===== src/rtl/inport_in_buffer_pkg.sv =====
// Shared constants and helpers for the input-port flit buffer and its right-side interface.
// A stored flit word is laid out as {tail, head, data}.
package inport_in_buffer_pkg;

    localparam int default_flit_size = 1;
    localparam int default_phit_size = 16;

    typedef enum logic [1:0] {
        op_idle = 2'b00,
        op_pop  = 2'b01,
        op_push = 2'b10,
        op_both = 2'b11
    } fifo_op_e;

    function automatic int head_bit(input int flit_w);
        return flit_w;
    endfunction

    function automatic int tail_bit(input int flit_w);
        return flit_w + 1;
    endfunction

    // Index width for an array of depth entries; depth need not be a power of 2.
    function automatic int ptr_width(input int depth);
        return (depth > 1) ? $clog2(depth) : 1;
    endfunction

endpackage


===== src/rtl/inport_in_buffer_assembler.sv =====
// Collects phits into a flit and pulses push on the last phit; the last phit is
// not staged but fed straight into the flit word. flit_size=1 is a pass-through.
module inport_in_buffer_assembler
    import inport_in_buffer_pkg::*;
#(
    parameter int flit_size                   = default_flit_size,
    parameter int floorplusone_log2_flit_size = 1,
    parameter int phit_size                   = default_phit_size
) (
    input  logic                             clk,
    input  logic                             reset,
    input  logic [phit_size-1:0]             in_phit,
    input  logic                             in_head,
    input  logic                             in_tail,
    input  logic                             accept,
    output logic [flit_size*phit_size+1:0]   flit_out,
    output logic                             push
);

    localparam int flit_w = flit_size * phit_size;
    localparam int pcw    = floorplusone_log2_flit_size;
    localparam logic [pcw-1:0] last_phit = pcw'(flit_size - 1);

    logic [pcw-1:0]    phit_cnt;
    logic              staged_head;
    logic              staged_tail;
    logic              is_first;
    logic [flit_w-1:0] flit_data;

    assign is_first = (phit_cnt == '0);
    assign push     = accept && (phit_cnt == last_phit);

    // NOTE: sequential state uses non-blocking assignments so every register
    // samples pre-edge values regardless of statement order.
    always_ff @(posedge clk) begin
        if (reset) begin
            phit_cnt    <= '0;
            staged_head <= 1'b0;
            staged_tail <= 1'b0;
        end else if (accept) begin
            phit_cnt <= (phit_cnt == last_phit) ? '0 : phit_cnt + pcw'(1);
            if (is_first) begin
                staged_head <= in_head;
                staged_tail <= in_tail;
            end
        end
    end

    if (flit_size > 1) begin : g_stage
        logic [(flit_size-1)*phit_size-1:0] staged;

        always_ff @(posedge clk) begin
            if (reset) begin
                staged <= '0;
            end else if (accept) begin
                for (int i = 0; i < flit_size - 1; i++) begin
                    if (phit_cnt == pcw'(i))
                        staged[i*phit_size +: phit_size] <= in_phit;
                end
            end
        end

        assign flit_data = {in_phit, staged};
    end else begin : g_pass
        assign flit_data = in_phit;
    end

    // Flags of a single-phit flit come from the phit itself, not the latch.
    always_comb begin
        flit_out                   = '0;
        flit_out[flit_w-1:0]       = flit_data;
        flit_out[head_bit(flit_w)] = is_first ? in_head : staged_head;
        flit_out[tail_bit(flit_w)] = is_first ? in_tail : staged_tail;
    end

endmodule


===== src/rtl/inport_in_buffer.sv =====
// Input-port flit buffer: assembles phits into flits and keeps them in a circular
// FIFO, presenting the oldest flit first-word-fall-through and popping on want.
module inport_in_buffer
    import inport_in_buffer_pkg::*;
#(
    parameter int flit_size                      = default_flit_size,
    parameter int floorplusone_log2_flit_size    = 1,
    parameter int phit_size                      = default_phit_size,
    parameter int buffer_depth                   = 4,
    parameter int floorplusone_log2_buffer_depth = 3
) (
    input  logic                                      clk,
    input  logic                                      reset,
    input  logic [phit_size-1:0]                      in_phit,
    input  logic                                      in_valid,
    input  logic                                      in_head,
    input  logic                                      in_tail,
    output logic                                      in_ready,
    input  logic                                      want,
    output logic [flit_size*phit_size-1:0]            indata,
    output logic                                      head,
    output logic                                      tail,
    output logic                                      empty,
    output logic [floorplusone_log2_buffer_depth-1:0] count
);

    localparam int flit_w = flit_size * phit_size;
    localparam int word_w = flit_w + 2;
    localparam int cw     = floorplusone_log2_buffer_depth;
    localparam int aw     = ptr_width(buffer_depth);
    localparam logic [aw-1:0] last_slot = aw'(buffer_depth - 1);

    logic [word_w-1:0] mem [buffer_depth];
    logic [aw-1:0]     rd_ptr;
    logic [aw-1:0]     wr_ptr;
    logic [cw-1:0]     count_q;
    logic [word_w-1:0] flit_word;
    logic [word_w-1:0] front;
    logic              full;
    logic              accept;
    logic              push;
    logic              pop;

    function automatic logic [aw-1:0] next_ptr(input logic [aw-1:0] p);
        return (p == last_slot) ? '0 : p + aw'(1);
    endfunction

    assign full     = (count_q == cw'(buffer_depth));
    assign empty    = (count_q == '0);
    assign in_ready = ~full;
    assign accept   = in_valid && in_ready;
    assign pop      = want && !empty;
    assign count    = count_q;

    inport_in_buffer_assembler #(
        .flit_size                   (flit_size),
        .floorplusone_log2_flit_size (floorplusone_log2_flit_size),
        .phit_size                   (phit_size)
    ) u_assembler (
        .clk      (clk),
        .reset    (reset),
        .in_phit  (in_phit),
        .in_head  (in_head),
        .in_tail  (in_tail),
        .accept   (accept),
        .flit_out (flit_word),
        .push     (push)
    );

    always_ff @(posedge clk) begin
        if (reset) begin
            rd_ptr  <= '0;
            wr_ptr  <= '0;
            count_q <= '0;
        end else begin
            if (push) wr_ptr <= next_ptr(wr_ptr);
            if (pop)  rd_ptr <= next_ptr(rd_ptr);
            unique case (fifo_op_e'({push, pop}))
                op_push: count_q <= count_q + cw'(1);
                op_pop:  count_q <= count_q - cw'(1);
                default: count_q <= count_q;
            endcase
        end
    end

    // NOTE: the storage array has no reset; slots are only read while count
    // says they hold a written flit, and the outputs are masked when empty.
    always_ff @(posedge clk) begin
        if (push) mem[wr_ptr] <= flit_word;
    end

    assign front  = mem[rd_ptr];
    assign indata = empty ? '0 : front[flit_w-1:0];
    assign head   = !empty && front[head_bit(flit_w)];
    assign tail   = !empty && front[tail_bit(flit_w)];

    a_no_push_when_full: assert property (@(posedge clk) disable iff (reset)
        !(push && full));
    a_count_in_range: assert property (@(posedge clk) disable iff (reset)
        count_q <= cw'(buffer_depth));
    a_no_wrap_from_full: assert property (@(posedge clk) disable iff (reset)
        full |=> (count_q != '0));
    a_no_wrap_from_empty: assert property (@(posedge clk) disable iff (reset)
        empty |=> !full);

endmodule


===== config.mk =====
export PLATFORM = sky130hd
export DESIGN_NAME = inport_in_buffer
export DESIGN_NICKNAME = d
export VERILOG_FILES = /design/src/rtl/inport_in_buffer_pkg.sv /design/src/rtl/inport_in_buffer_assembler.sv /design/src/rtl/inport_in_buffer.sv
export SDC_FILE = /design/constraint.sdc
export NUM_CORES = 1
export LEC_CHECK = 0
export CAP_MARGIN = 20
export CORE_MARGIN = 4
export CORE_UTILIZATION = 54
export DETAILED_ROUTE_END_ITERATION = 10
export PLACE_DENSITY_LB_ADDON = 0.2
export SYNTH_ARGS = -nofsm -noshare
export SYNTH_HDL_FRONTEND = slang
export SYNTH_HIERARCHICAL = 1
export SYNTH_SLANG_ARGS = --single-unit

===== constraint.sdc =====
create_clock -name clk -period 3.1 [get_ports clk]
set_clock_uncertainty 0.1 [all_clocks]
set_input_delay 0.31 -clock clk [delete_from_list [all_inputs] [get_ports clk]]
set_output_delay 0.31 -clock clk [all_outputs]
set_load 0.02 [all_outputs]

==> flow_summary.json <==
{
  "run_status": "complete, no violations",
  "critPathSlowestCell": "mux4_1",
  "synth_top_family_by_area": "multiplexers",
  "crit_type": "reg2out",
  "nets": 250,
  "muxShareOfSynthArea_pct": 13.2,
  "worst_ep_arrival_time_ps": 2200,
  "synth_top_area_share_pct": 62.7,
  "routedWlPerCell_um": 18.1,
  "grt_pass1_vias": 1782,
  "clk_latency_ps": 340,
  "gp_congestion": 0.795,
  "ant_nets": 0,
  "r2r_cells": 10,
  "placed_cell_area_mm2": 0.00385,
  "dieHeight_um": 87.9,
  "grt_pass1_wl_um": 8890,
  "synth_cells": 182,
  "rows": 28,
  "max_freq_ghz": 0.383,
  "cts_tree": "done",
  "power_leakage_uw": 0.00139,
  "tightest_slew_ps": 630,
  "syn_nets": 211,
  "cts_root_buffer": "clkbuf_8",
  "ys_ff_latch": 81,
  "path_buf_inv": 2,
  "place.detailed.hpwl_um": 3620,
  "cts_buffers": 9,
  "rsz0062_at_grt": "false",
  "antenna_found_initial": 0,
  "start_util_pct": 56.9,
  "fin_util_pct": 66.8,
  "powerDensity_mw_per_mm2": 855,
  "yosysWarnings": 6,
  "cts.clk_slew.worst_paths_ps": 80,
  "min_to": "rd_ptr[0]",
  "syn_area_per_cell_um2": 18.9,
  "design_area_mm2": 0.00405,
  "cts.repair.resized": 0,
  "holdPathStages": 2,
  "drcViolationCount": 0,
  "overflow": 0,
  "timing.setup.tns_ps": 0,
  "holdWs_ps": 420,
  "cts.sinks": 81,
  "critPathTopFamily": "buffers and inverters",
  "mostFrequentLayoutCell": "edfxtp_1",
  "final_cell_mix": "edfxtp_1, clkdlybuf4s50_1, mux4_2, nor2b_4",
  "num_io_pins": 45,
  "dieArea_mm2": 0.00773,
  "synthTopCellsByArea": "edfxtp_1, mux4_2, mux4_1",
  "via_count": 1624,
  "area_growth_pct": 17.5,
  "routed_wl_um": 5460,
  "yosysSeqAreaShare_pct": 67.9,
  "period_needed_ps": 2610,
  "synth-compound-area-share_pct": 0.944,
  "htree_num_levels": 3,
  "drive_gt1_share_pct": 19.5,
  "maxSlewHeadroom_pct": 57.7,
  "multi_input_comb_area_um2": 887,
  "cp-start-kind": "flop",
  "r2r_end": "count[2]",
  "critPathCaptureType": "output port",
  "min_path_type": "reg2reg",
  "drt_first_iter_violations": 82,
  "final.period_utilization_pct": 84.2,
  "report.final.hold_viol_count": 0,
  "setup_viol": 0,
  "worstHoldStart": "rd_ptr[0]",
  "yosys.area_share.adder_pct": 2.76,
  "yosys.area_share.xor_xnor_pct": 0.508,
  "worstPathCellList": "buf_4, mux4_1, nor2b_1, clkdlybuf4s50_1",
  "cp_slowest_stage_delay_ps": 580,
  "yosysTopAreaCell": "edfxtp_1",
  "io_buffers": 44,
  "core_area_mm2": 0.00606,
  "grt_max_degree": 20,
  "critPathMaxFanout": 9,
  "clockBufferDepth": 2,
  "ir_worst_vdd_mv": 0.672,
  "power.total_uw": 3470,
  "dr.pass1.iters": 4,
  "grt.total_usage_pct": 16.0,
  "r2r_start": "count[0]",
  "synth-simple-area-share_pct": 8.31,
  "required_ps": 2690,
  "synth_area_mm2": 0.00345,
  "chipWidth_um": 87.9,
  "viasPerCell": 5.40,
  "synthDistinctLibCells": 25,
  "cap_viol_max_count": 0,
  "cts.hold.buffers_added": 0,
  "cts_setup_buffers": 0,
  "slew_viol_final": 0,
  "regArea_mm2": 0.00234,
  "diodes": 0,
  "n_fill_cell": 416,
  "reg2reg_slack_ps": 750
}
## metal layers
| layer | track usage, % | up-vias | routed length [µm] |
|---|---|---|---|
| met5 | 0 | - | 0 |
| li1 | - | 756 | - |
| met3 | 4.99 | 6 | 254 |
| met2 | 28.4 | 35 | 2980 |
| met1 | 18.6 | 827 | 2180 |
| met4 | 5.02 | 0 | 42 |
## sequential cells by signal (all words and copies together), names as in the netlist, named ones only
signal / flops
mem: 72
wr_ptr: 2
count: 3
rd_ptr: 2
## cell families (layout without fill, tap and decap cells)
kind of cell | after synthesis | in the layout
compound gates | 6 | 6
fa+ha+maj | 7 | 7
simple gates | 35 | 35
mux | 20 | 20
buf+inv | 31 | 75
xor+xnor | 2 | 2
flops | 81 | 81
## where the power goes
group | leakage, µW | switching [µW] | total (µW) | internal (µW)
Combinational | 0.000557 | 677 | 1340 | 665
Sequential | 0.000734 | 61.8 | 1370 | 1310
Clock | 0.000102 | 373 | 752 | 379
Total | 0.00139 | 1110 | 3470 | 2350
## synthesized netlist by cell type
library cell and instances:
buf_6 1, or3_1 2, mux4_1 8, ha_1 6, nand2_1 1, fa_1 1
mux4_2 10, buf_2 2, nor2b_1 8, nor3b_1 1, a21oi_1 4, mux2i_1 2
inv_1 7, buf_12 1, edfxtp_1 72, nor2b_4 10, o21ai_0 1, and2_1 5
o31ai_1 1, dfxtp_1 9, nor2_1 6, nand3_1 1, xor2_1 2, buf_4 20
nor3_4 1
## worst max path at each step
| stage | start | to | slack (ps) | cells past startpoint |
|---|---|---|---|---|
| global route | flop | indata[2] | 380 | 4 |
| detailed placement | want | count[2] | 690 | 9 |
| finish | flop | indata[2] | 490 | 4 |
| global placement | in_valid | count[2] | 780 | 9 |
| CTS | flop | indata[2] | 440 | 4 |
| floorplan | count[2] | count[2] | 560 | 10 |
## per-stage QoR
step | setup WS (ps) | std cells
CTS | 441 | 301
detailed placement | 685 | 285
global placement | 779 | 285
global route | 380 | 301
finish | 490 | 301
floorplan | 556 | 182
## cell type report
cell class                      instances  share of cell area [%]
Clock buffer                            9                    3.06
Clock inverter                          7                    1.91
Inverter                                7                   0.649
Multi-Input combinational cell         70                    21.9
Sequential cell                        81                    57.8
Tap cell                               75                    2.32
Timing Repair Buffer                   52                    12.4
## worst min-delay path, stage by stage (launching register included)
cell	delay (ps)
dfxtp_1	330
nand2_1	60
a21oi_1	80
Note: power is estimated with default switching activity, not from simulation.
